## src/rtl/countdown_mmss_if.sv

```systemverilog
// Control and digit bus for the MM:SS countdown timer.
// Carries the tick/load/start_stop strobes and BCD preset inward, and the
// registered BCD digits plus run/done status outward.
interface countdown_mmss_if;
  // Strobes and preset, driven by the controller side
  logic       tick;
  logic       load;
  logic       start_stop;
  logic [3:0] preset_m1;
  logic [3:0] preset_m0;
  logic [3:0] preset_s1;
  logic [3:0] preset_s0;

  // Registered timer state, driven by the timer
  logic [3:0] min_s1;
  logic [3:0] min_s0;
  logic [3:0] sec_s1;
  logic [3:0] sec_s0;
  logic       running;
  logic       done;
  logic       done_pulse;

  // Controller / display side
  modport master (
    output tick, load, start_stop,
    output preset_m1, preset_m0, preset_s1, preset_s0,
    input  min_s1, min_s0, sec_s1, sec_s0,
    input  running, done, done_pulse
  );

  // Timer side
  modport slave (
    input  tick, load, start_stop,
    input  preset_m1, preset_m0, preset_s1, preset_s0,
    output min_s1, min_s0, sec_s1, sec_s0,
    output running, done, done_pulse
  );
endinterface

```

## src/rtl/countdown_mmss.sv

```systemverilog
// Purpose: four-digit BCD MM:SS countdown timer with IDLE/RUN/PAUSE/DONE control and borrow chain.
// Latency: every input acts at the next clk edge; all outputs are registered (no comb in->out path).
// Backpressure: none; strobes are single-cycle and always accepted (priority load > start_stop > tick).
// Ports: clk, rst_n (async active-low); bus.slave carries tick/load/start_stop, BCD preset,
//        BCD digit outputs, running, done and the one-cycle done_pulse.
module countdown_mmss (
  input  logic                   clk,
  input  logic                   rst_n,
  countdown_mmss_if.slave        bus
);

  typedef enum logic [1:0] {
    ST_IDLE  = 2'd0,
    ST_RUN   = 2'd1,
    ST_PAUSE = 2'd2,
    ST_DONE  = 2'd3
  } state_t;

  state_t     state_q, state_d;
  logic [3:0] min_s1_q, min_s1_d;
  logic [3:0] min_s0_q, min_s0_d;
  logic [3:0] sec_s1_q, sec_s1_d;
  logic [3:0] sec_s0_q, sec_s0_d;
  logic       running_q, running_d;
  logic       done_q, done_d;
  logic       done_pulse_q, done_pulse_d;

  logic       at_zero;
  logic       at_one;

  function automatic logic [3:0] clamp_tens(input logic [3:0] d);
    return (d > 4'd5) ? 4'd5 : d;
  endfunction

  function automatic logic [3:0] clamp_units(input logic [3:0] d);
    return (d > 4'd9) ? 4'd9 : d;
  endfunction

  assign at_zero = (min_s1_q == 4'd0) && (min_s0_q == 4'd0) &&
                   (sec_s1_q == 4'd0) && (sec_s0_q == 4'd0);
  // 00:01 is the only value whose decrement lands on 00:00
  assign at_one  = (min_s1_q == 4'd0) && (min_s0_q == 4'd0) &&
                   (sec_s1_q == 4'd0) && (sec_s0_q == 4'd1);

  always_comb begin
    state_d      = state_q;
    min_s1_d     = min_s1_q;
    min_s0_d     = min_s0_q;
    sec_s1_d     = sec_s1_q;
    sec_s0_d     = sec_s0_q;
    done_pulse_d = 1'b0;

    unique case (state_q)
      ST_IDLE: begin
        if (bus.load) begin
          min_s1_d = clamp_tens(bus.preset_m1);
          min_s0_d = clamp_units(bus.preset_m0);
          sec_s1_d = clamp_tens(bus.preset_s1);
          sec_s0_d = clamp_units(bus.preset_s0);
        end else if (bus.start_stop && !at_zero) begin
          state_d = ST_RUN;
        end
      end

      ST_RUN: begin
        // load has no effect while counting; start_stop wins over a same-cycle tick
        if (bus.start_stop) begin
          state_d = ST_PAUSE;
        end else if (bus.tick) begin
          if (sec_s0_q != 4'd0) begin
            sec_s0_d = sec_s0_q - 4'd1;
          end else begin
            sec_s0_d = 4'd9;
            if (sec_s1_q != 4'd0) begin
              sec_s1_d = sec_s1_q - 4'd1;
            end else begin
              sec_s1_d = 4'd5;
              if (min_s0_q != 4'd0) begin
                min_s0_d = min_s0_q - 4'd1;
              end else begin
                min_s0_d = 4'd9;
                // RUN is never at 00:00, so a borrow reaching here implies min_s1 > 0
                min_s1_d = min_s1_q - 4'd1;
              end
            end
          end
          if (at_one) begin
            state_d      = ST_DONE;
            done_pulse_d = 1'b1;
          end
        end
      end

      ST_PAUSE, ST_DONE: begin
        if (bus.load) begin
          min_s1_d = clamp_tens(bus.preset_m1);
          min_s0_d = clamp_units(bus.preset_m0);
          sec_s1_d = clamp_tens(bus.preset_s1);
          sec_s0_d = clamp_units(bus.preset_s0);
          state_d  = ST_IDLE;
        end else if (bus.start_stop) begin
          state_d = (state_q == ST_PAUSE) ? ST_RUN : ST_IDLE;
        end
      end

      default: state_d = ST_IDLE;
    endcase

    // Status flags are registered copies of the next state
    running_d = (state_d == ST_RUN);
    done_d    = (state_d == ST_DONE);
  end

  always_ff @(posedge clk or negedge rst_n) begin
    if (!rst_n) begin
      state_q      <= ST_IDLE;
      min_s1_q     <= 4'd0;
      min_s0_q     <= 4'd0;
      sec_s1_q     <= 4'd0;
      sec_s0_q     <= 4'd0;
      running_q    <= 1'b0;
      done_q       <= 1'b0;
      done_pulse_q <= 1'b0;
    end else begin
      state_q      <= state_d;
      min_s1_q     <= min_s1_d;
      min_s0_q     <= min_s0_d;
      sec_s1_q     <= sec_s1_d;
      sec_s0_q     <= sec_s0_d;
      running_q    <= running_d;
      done_q       <= done_d;
      done_pulse_q <= done_pulse_d;
    end
  end

  assign bus.min_s1     = min_s1_q;
  assign bus.min_s0     = min_s0_q;
  assign bus.sec_s1     = sec_s1_q;
  assign bus.sec_s0     = sec_s0_q;
  assign bus.running    = running_q;
  assign bus.done       = done_q;
  assign bus.done_pulse = done_pulse_q;

endmodule

```

## src/flat_wrapper.sv

```systemverilog
// flat-port wrapper written by rule: the top's interface ports become plain ports
module countdown_mmss_flat 
  (clk, rst_n, bus_tick, bus_load, bus_start_stop, bus_preset_m1, bus_preset_m0, bus_preset_s1, bus_preset_s0, bus_min_s1, bus_min_s0, bus_sec_s1, bus_sec_s0, bus_running, bus_done, bus_done_pulse);
  countdown_mmss_if bus_i ();
  input  logic clk;
  input  logic rst_n;
  input wire logic [$bits(bus_i.tick)-1:0] bus_tick;
  input wire logic [$bits(bus_i.load)-1:0] bus_load;
  input wire logic [$bits(bus_i.start_stop)-1:0] bus_start_stop;
  input wire logic [$bits(bus_i.preset_m1)-1:0] bus_preset_m1;
  input wire logic [$bits(bus_i.preset_m0)-1:0] bus_preset_m0;
  input wire logic [$bits(bus_i.preset_s1)-1:0] bus_preset_s1;
  input wire logic [$bits(bus_i.preset_s0)-1:0] bus_preset_s0;
  output wire logic [$bits(bus_i.min_s1)-1:0] bus_min_s1;
  output wire logic [$bits(bus_i.min_s0)-1:0] bus_min_s0;
  output wire logic [$bits(bus_i.sec_s1)-1:0] bus_sec_s1;
  output wire logic [$bits(bus_i.sec_s0)-1:0] bus_sec_s0;
  output wire logic [$bits(bus_i.running)-1:0] bus_running;
  output wire logic [$bits(bus_i.done)-1:0] bus_done;
  output wire logic [$bits(bus_i.done_pulse)-1:0] bus_done_pulse;
  assign bus_i.tick = bus_tick;
  assign bus_i.load = bus_load;
  assign bus_i.start_stop = bus_start_stop;
  assign bus_i.preset_m1 = bus_preset_m1;
  assign bus_i.preset_m0 = bus_preset_m0;
  assign bus_i.preset_s1 = bus_preset_s1;
  assign bus_i.preset_s0 = bus_preset_s0;
  assign bus_min_s1 = bus_i.min_s1;
  assign bus_min_s0 = bus_i.min_s0;
  assign bus_sec_s1 = bus_i.sec_s1;
  assign bus_sec_s0 = bus_i.sec_s0;
  assign bus_running = bus_i.running;
  assign bus_done = bus_i.done;
  assign bus_done_pulse = bus_i.done_pulse;
  countdown_mmss u_core (.clk(clk), .rst_n(rst_n), .bus(bus_i));
endmodule
```

## config.mk

```make
export PLATFORM = sky130hd
export DESIGN_NAME = countdown_mmss_flat
export DESIGN_NICKNAME = d
export VERILOG_FILES = /design/src/rtl/countdown_mmss_if.sv /design/src/rtl/countdown_mmss.sv /design/src/flat_wrapper.sv
export SDC_FILE = /design/constraint.sdc
export NUM_CORES = 1
export LEC_CHECK = 0
export ABC_AREA = 1
export BUFFER_PORTS_ARGS = -buffer_cell sky130_fd_sc_hd__buf_4
export CAP_MARGIN = 40
export CORE_ASPECT_RATIO = 0.7
export CORE_MARGIN = 3
export CORE_UTILIZATION = 45
export DETAILED_ROUTE_END_ITERATION = 16
export PLACE_DENSITY = 0.7
export RECOVER_POWER = 100
export SYNTH_ARGS = -nofsm -noshare
export SYNTH_HDL_FRONTEND = slang
export SYNTH_SLANG_ARGS = --single-unit
```

## constraint.sdc

```tcl
create_clock -name clk -period 2.76 [get_ports clk]
set_clock_uncertainty 0.1 [all_clocks]
set_input_delay 0.138 -clock clk [delete_from_list [all_inputs] [get_ports clk]]
set_output_delay 0.138 -clock clk [all_outputs]
set_load 0.01 [all_outputs]
```

==> results of run 1 <==
==> power breakdown <==
group	internal (mW)	total, mW	switching (mW)
logic	0.356	1.11	0.751
clock network	0.101	0.216	0.115
registers	0.438	0.567	0.129
==> metrics by stage <==
step	std cells	worst slack, ps
6_report	258	735.6
5_1_grt	258	587.3
3_3_place_gp	252	1129
2_1_floorplan	181	1302
4_1_cts	258	1066
3_5_place_dp	252	1067
==> final cells by class <==
type,count,area (um2)
Clock buffer,3,41.29
Clock inverter,1,5.005
Fill cell,267,997.2
Inverter,33,126.4
Multi-Input combinational cell,125,633.1
Sequential cell,21,525.5
Tap cell,34,42.54
Timing Repair Buffer,41,237.7
==> worst paths after layout <==
check	startpoint	to	slack (ps)	depth (start not counted)
worst min-delay path	bus_preset_s0[2]	u_core.bus.sec_s0[2]$_DFFE_PN0P_	30	3
worst max-delay path	u_core.state_q[1]$_DFF_PN0_	u_core.bus.sec_s1[2]$_DFFE_PN0P_	740	9
max in group asynchronous	rst_n	u_core.bus.min_s0[3]$_DFFE_PN0P_	1340	2
min in group asynchronous	rst_n	u_core.bus.min_s1[1]$_DFFE_PN0P_	520	2
worst min register to register	u_core.bus.sec_s1[3]$_DFFE_PN0P_	u_core.bus.sec_s1[3]$_DFFE_PN0P_	450	2
worst max register to register	u_core.state_q[1]$_DFF_PN0_	u_core.bus.sec_s1[2]$_DFFE_PN0P_	740	9
==> cell families after synthesis <==
kind of cell / after synthesis / share of synthesized area (%)
AO/OA/AOI/OAI: 46 / 20.21
XOR/XNOR: 2 / 1.335
adder cells (fa/ha/maj): 1 / 0.9531
buffers and inverters: 35 / 10.39
flip-flops: 21 / 40.04
AND/OR/NAND/NOR: 76 / 27.07
==> layer usage <==
| layer | track usage, % | up-vias | wire (um) |
|---|---|---|---|
| met5 | 0 | - | 0 |
| met4 | 10.00 | 0 | 80 |
| met3 | 7.073 | 12 | 306 |
| met2 | 36.34 | 66 | 1657 |
| met1 | 27.21 | 650 | 1653 |
| li1 | - | 671 | - |
==> cell usage in the layout (no fill, tap or decap), types with 3 or more instances in the layout <==
| cell | count |
|---|---|
| nand2_1 | 33 |
| o21ai_0 | 22 |
| nor2_1 | 20 |
| nand4_1 | 3 |
| dfrtp_1 | 21 |
| a21oi_1 | 10 |
| o21ai_2 | 3 |
| clkbuf_8 | 3 |
| inv_1 | 28 |
| inv_2 | 4 |
| o21ai_1 | 5 |
| buf_4 | 19 |
| nand3_1 | 13 |
| nor2_4 | 3 |
| clkbuf_1 | 20 |
==> flip-flops by register name (all words and copies together), names as in the netlist <==
name / count
u_core.bus.min_s0: 4
u_core.bus.min_s1: 4
u_core.bus.sec_s0: 4
u_core.bus.sec_s1: 4
u_core.state_q: 2
u_core.bus.done: 1
u_core.bus.done_pulse: 1
u_core.bus.running: 1
==> worst register-to-register path, cell delays in order, from the launching register on <==
cell	delay, ps
dfrtp_1	450
inv_1	100
nand2_1	310
nand2_1	170
nand2_1	150
inv_4	110
nand2_4	70
inv_1	230
o21ai_0	190
o21ai_2	80
==> timing repair <==
action | 4_1_cts | 5_1_grt
gates resized for setup | 0 | 0
hold endpoints to repair | 22 | 0
hold buffers | 2 | 0
==> run metrics, run 1 <==
via/cell ratio 5.422; Sum Neg Setup Slack 0 ps; min Tclk post-route 2024 ps; top post-synthesis cells by area dfrtp_1, nand2_1, inv_1, nor2_1, o21ai_0; Detail Placement HPWL 2.848 mm; Global Route Usage Sum 22.28%; total gr overflow 0; final layout net count 247; CTS tree built; startpoint types flop; Clock Path Buffers 2; Port Buf Inserts 39; CP max FO 16; Worst Hold Slack around 32 ps; Die Wd 70.55 um; H-tree levels 1; syn_nets 203; critical path's largest stage delay 450 ps; slowest CP cell dfrtp_1; Setup Crit Path Kind flop to flop; share of flip-flops with an asynchronous set or reset 100.0%; flops & latches, synth 21; clock sinks 21; Most used DFF post-synth dfrtp_1; Starting Density 50.31%; Routed WL approximately 3.7 mm; CTS Buf Count 3; Ys Warns 0; Slew HR 20.93%; number of detailed-route iterations in the first pass 5; number of synthesized flops with an enable pin 0; maximum vdd drop about 0.00060 V; Gate Count Post-Synth 181; FMAX 494.0 MHz; Die Y 51.19 um; Tcrit/Tclk final 73.35%; Power Total 1.890 mW; critical path, cell by cell inv_1 -> nand2_1 -> nand2_1 -> nand2_1 -> inv_4 -> nand2_4 -> inv_1 -> o21ai_0 -> o21ai_2; top-count cell post-synth nand2_1; placed cell area 1638 um2; CP Buf/Inv Count 3; area of the core 2609 um2; leakage power total 0.7946 nW; clk slew on worst S/H paths 80 ps; ANT cells 0; drt drc 0; status finished, final reports clean; clock root cell clkbuf_8; Max Cap Violations 0; number of library cell types mapped by synthesis 25; Req. time, crit path between 2000 and 3000 ps; fin. max-slew vios 0; Worst EP arrival ~2100 ps; share of the synthesized area in the top cell type 40.04%; Rows 15; DRT antenna net count 0; initial DRC count 111; DR vias 1,399; most used cell, CP nand2_1; crit end category flop; largest net degree at the start of global routing 22; Core Util, Final 61.77%; area growth from synthesis to layout 22.78%; worst-margin pin slew ~1200 ps; RSZ-0062 raised after global routing no; Setup Fix Bufs, Post-CTS 0; initial antenna violation count 0; first-pass GRT wire length 6.285 mm; Die Outline Area 3611 um2; synthesized cell area 1313 um2; I/O pin cnt 40; top post-synthesis cells by count nand2_1, inv_1, dfrtp_1; Seq/Total Area, Yosys 40.04%; Top delay family on crit path simple AND/OR/NAND/NOR gates; Hold Path Class primary input to flop; clk_lat worst skew ~270 ps; layout cells sized above 1 around 17%; # setup viols final 0; vias in the first global route 1,385; Syn Area/Cell ~7.3 um2; post-synth top area cell dfrtp_1; Hold Violations, Final 0; pwr dens 1173 nW/um2; wire per inst 14.33 um; fin area 1612 um2; routability congestion estimate 0.8696
No activity file was read; power rests on OpenSTA's default activity.
==> run 2, diff against run 1 <==
Clock period 2.76 ns to 2 ns, I/O delays scaled along.
==> run 2 against run 1 <==
  * First-iteration DRC count is 30% higher
  * Total power is 34% higher
  * Utilization is 0.34 points higher
  * Largest power group unchanged
  * Via count is 6.5% lower
==> run metrics, run 2 (synthesis results as in run 1) <==
status finished, final reports clean; pwr dens 1563 nW/um2; R2R setup slack 270 ps; number of detailed-route iterations in the first pass 4; Seq pwr share 30.7%; wire per inst ~12 um; DRT antenna net count 0; Worst EP arrival 1770 ps; P_sw 1.292 mW; min Tclk post-route about 1700 ps; first-pass GRT wire length ~5.6 mm; Die Wd 70.55 um; Starting Density approximately half; RSZ-0062 raised after global routing no; hold path depth 3; I/O pin cnt 40; H-tree levels 1; Max Cap Violations 0; via/cell ratio 5.070; Die Y 51.19 um; Rows 15; clk slew on worst S/H paths roughly 80 ps; commonest cells after routing, fill and taps aside nand2_1, inv_1, o21ai_0, dfrtp_1; layout cells sized above 1 18.75%; Sum Neg Setup Slack 0 ps; Setup Fix Bufs, Post-CTS 0; clock root cell clkbuf_8; initial antenna violation count 0; Clk pwr share 11.2%; final layout net count between 200 and 250; Clock Path Buffers 2; slowest CP cell dfrtp_1; initial DRC count 144; Routed WL 3.132 mm; r2r endpoint u_core.bus.sec_s1[0]$_DFFE_PN0P_; fin. max-slew vios 0; Global Route Usage Sum 19.23%; maximum vdd drop 0.0007109 V; clk_lat worst skew 260 ps; Slew HR roughly a quarter; area of the core 2609 um2; hold path start bus_preset_s0[2]; critical path, cell by cell inv_2 -> nand2_2 -> nand2_1 -> nand2_4 -> inv_4 -> nand2_4 -> inv_1 -> nand2_1 -> o21ai_0; total gr overflow 0; area growth from synthesis to layout 23.45%; worst r2r path cells 9; Power Total roughly 2.5 mW; Sw Share 51.02%; largest net degree at the start of global routing 22; WHS Endpoint u_core.bus.sec_s0[2]$_DFFE_PN0P_; CTS tree built; CP max FO 16; Setup Crit Path Kind flop to flop; crit end category flop; routability congestion estimate ~0.87; CTS Buf Count 3; Detail Placement HPWL 2.469 mm; Req. time, crit path 2040 ps; Hold Violations, Final 0; Critical Path Start u_core.state_q[1]$_DFF_PN0_; Int Power between 1 and 1.5 mW; ANT cells 0; Hold Path Class primary input to flop; clock sinks 21; Die Outline Area 3611 um2; vias in the first global route about 1,300; worst-margin pin slew 1123 ps; FMAX ~580 MHz; Logic pwr share between 50 and 60%; leakage power total 0.7971 nW; # setup viols final 0; R2R Path Start u_core.state_q[1]$_DFF_PN0_; commonest non-fill, non-tap cell in the layout nand2_1; drt drc 0; Port Buf Inserts 39; critical path's largest stage delay 470 ps; Tcrit/Tclk final 86.57%; startpoint types flop; DR vias between 1,000 and 1,500
==> run 2: cell counts in the layout (fill, tap and decap cells not counted) <==
Identical to the previous run, type by type.
==> run 2: critical path: cells and delay by family, from the launching register on <==
kind	cells	cell delay, ps
AO/OA/AOI/OAI	1	100
buffers and inverters	3	260
flip-flops	1	470
AND/OR/NAND/NOR	5	680
==> run 2: worst max-delay path by stage <==
| stage | end | depth (start not counted) |
|---|---|---|
| after floorplan | u_core.bus.running$_DFF_PN0_ | 7 |
| after global placement | u_core.bus.running$_DFF_PN0_ | 7 |
| after detailed placement | u_core.bus.running$_DFF_PN0_ | 7 |
| after CTS | u_core.bus.running$_DFF_PN0_ | 7 |
| after global routing | u_core.bus.sec_s1[0]$_DFFE_PN0P_ | 9 |
| final | u_core.bus.sec_s1[0]$_DFFE_PN0P_ | 9 |
==> run 2: per-layer routing <==
layer,share of wire [%],track usage [%],wire (um)
met3,5.7,5.108,180
met2,44,29.04,1378
met1,50,27.76,1560
met4,0.42,4.063,13
met5,0,0,0
==> run 2: through the flow <==
step | area [um2] | std cells | setup slack [ps] | utilization (%) | hold WS (ps)
after floorplan | 1313 | 181 | 542.3 | - | -295.6
after global placement | 1638 | 252 | 367.4 | 62.78 | -101.2
after detailed placement | 1638 | 252 | 350.6 | 62.78 | -95.46
after CTS | 1704 | 258 | 326.0 | 65.32 | 37.32
after global routing | 1620 | 258 | 106.1 | 62.11 | 62.07
final | 1620 | 258 | 268.6 | 62.11 | 44.14
==> run 2: power groups by stage <==
stage / Sequential (mW) / Combinational, mW / Clock, mW
final: 0.779 / 1.47 / 0.283
after global routing: 0.810 / 1.69 / 0.321
after CTS: 0.781 / 1.65 / 0.293
after detailed placement: 0.787 / 1.63 / 0
after global placement: 0.780 / 1.60 / 0
after floorplan: 0.830 / 1.09 / 0
==> run 2: cell type report <==
| class | count | area, um2 |
|---|---|---|
| inverter | 33 | 126.4 |
| multi-input combinational | 125 | 641.9 |
| sequential | 21 | 525.5 |
| timing repair buffer | 41 | 237.7 |
| clock inverter | 1 | 5.005 |
| fill | 241 | 988.4 |
| tap | 34 | 42.54 |
| clock buffer | 3 | 41.29 |
==> run 2: repair_timing <==
item | 4_1_cts | 5_1_grt
hold buffers | 2 | 0
hold endpoints to repair | 22 | 0
resized for setup | 0 | 0
==> run 3, diff against run 2 <==
Settings changed: CORE_ASPECT_RATIO 0.7 to 1.4.
==> run 3 against run 2 <==
  * Global-route usage is 0.98 points lower
  * Combinational power hardly changed
  * Final cell count is 1.2% higher
  * Utilization is 2.8 points lower
  * Die area hardly changed
  * Fmax is 0.67% lower
  * Total power is 3.8% lower
  * Sequential power is 1% lower
  * Design area is 1.2% lower
  * Critical path depth stayed put
  * Hold slack worse by 31 ps
  * Register-to-register slack hardly changed
  * Critical path type unchanged
  * Largest cell class unchanged
  * Highest routed layer unchanged
==> run metrics, run 3 (synthesis results as in run 1) <==
Die Y roughly 70 um; Die Wd roughly 52 um; Hold Violations, Final 0; commonest cells after routing, fill and taps aside nand2_1, inv_1, clkbuf_1, dfrtp_1, nor2_1; DR WL met2 1.693 mm; first-pass GRT wire length roughly 5.2 mm; Power Total 2.435 mW; worst-margin pin slew 1169 ps; routability congestion estimate 0.8605; Slew HR between 20 and 25%; I/O pin cnt 40; CP max FO 16; clk slew on worst S/H paths roughly 120 ps; DRT antenna net count 0; startpoint types flop; FMAX approximately 570 MHz; hold path depth 4; fin area approximately 1600 um2; Port Buf Inserts 39; final layout net count 248; WL met1 1.245 mm; area of the core 2698 um2; number of hold buffers added after cts 3; largest net degree at the start of global routing 22; initial antenna violation count 0; via/cell ratio about 5.1; Sum Neg Setup Slack 0 ps; pwr dens 1522 nW/um2; DR vias 1,327; fin. max-slew vios 0; vias in the first global route 1,268; Die Outline Area roughly 3600 um2; Req. time, crit path 2130 ps; Hold Path Class primary input to flop; RSZ-0062 raised after global routing no; layout cells sized above 1 17.78%; Global Route Usage Sum 18.26%; maximum vdd drop ~0.0009 V; Setup Crit Path Kind flop to flop; initial DRC count 37; Starting Density 48.65%; Top Metal Used met4; H-tree levels 1; area growth from synthesis to layout 21.93%; Routed WL just over 3 mm; Max Cap Violations 0; commonest non-fill, non-tap cell in the layout nand2_1; placed cell area about 1600 um2; wire per inst 11.94 um; Detail Placement HPWL 2.447 mm; crit end category flop; # setup viols final 0; status finished, final reports clean; min Tclk post-route 1743 ps; Setup Fix Bufs, Post-CTS 0; Worst EP arrival between 1500 and 2000 ps; clock root cell clkbuf_4; leakage power total between 0.7 and 0.8 nW; number of detailed-route iterations in the first pass 4; total gr overflow 0; CTS Buf Count 3; Tcrit/Tclk final 87.16%; clk_lat worst skew ~300 ps; ANT cells 0; worst r2r path cells 9; Clock Path Buffers 2; WL met3 approximately 150 um; drt drc 0; Rows 22; CTS tree built; Post-CTS Resized 0; clock sinks 21
==> run 3: per-layer routing <==
metal,track usage (%),vias up
li1,-,671
met1,20.43,626
met2,33.99,28
met3,2.772,2
met4,5.539,0
met5,0,-
==> run 3: layout make-up <==
class | count | area (um2)
multi-input cells | 125 | 629.4
well taps | 36 | 45.04
repair buffers | 42 | 247.7
clock buffers | 4 | 26.28
inverters | 33 | 126.4
fillers | 299 | 1097
flip-flops and latches | 21 | 525.5
==> run 3: worst paths after layout <==
kind | from | slack [ps] | endpoint
min reg2reg | u_core.bus.sec_s1[3]$_DFFE_PN0P_ | 430 | u_core.bus.sec_s1[3]$_DFFE_PN0P_
max | u_core.state_q[1]$_DFF_PN0_ | 260 | u_core.bus.min_s1[3]$_DFFE_PN0P_
max reg2reg | u_core.state_q[1]$_DFF_PN0_ | 260 | u_core.bus.min_s1[3]$_DFFE_PN0P_
min | bus_preset_s0[0] | 10 | u_core.bus.sec_s0[0]$_DFFE_PN0P_
max in group asynchronous | rst_n | 660 | u_core.bus.sec_s0[3]$_DFFE_PN0P_
min in group asynchronous | rst_n | 450 | u_core.bus.min_s1[1]$_DFFE_PN0P_
==> run 3: stage by stage <==
| stage | util [%] | hold WS [ps] | setup slack [ps] | instances |
|---|---|---|---|---|
| final | 59.32 | 13.03 | 256.9 | 261 |
| after global routing | 59.32 | 62.51 | 76.51 | 261 |
| after CTS | 62.89 | 13.93 | 338.8 | 261 |
| after detailed placement | 60.81 | -96.71 | 360.1 | 254 |
| after global placement | 60.81 | -100.8 | 377.5 | 254 |
| after floorplan | - | -295.6 | 542.3 | 181 |
==> run 3: critical path: stages (launching register included) <==
cell and delay, ps:
dfrtp_1 470, inv_2 90, nand2_2 180, nand2_1 110, nand2_1 130, inv_4 100
nand2_4 60, nor2_2 250, nand2_1 90, o21ai_1 90
==> run 3: power by group <==
part	internal, mW	switching, mW	leakage (nW)
clock network	0.0776	0.129	0.0150
logic	0.492	0.966	0.506
registers	0.603	0.167	0.266
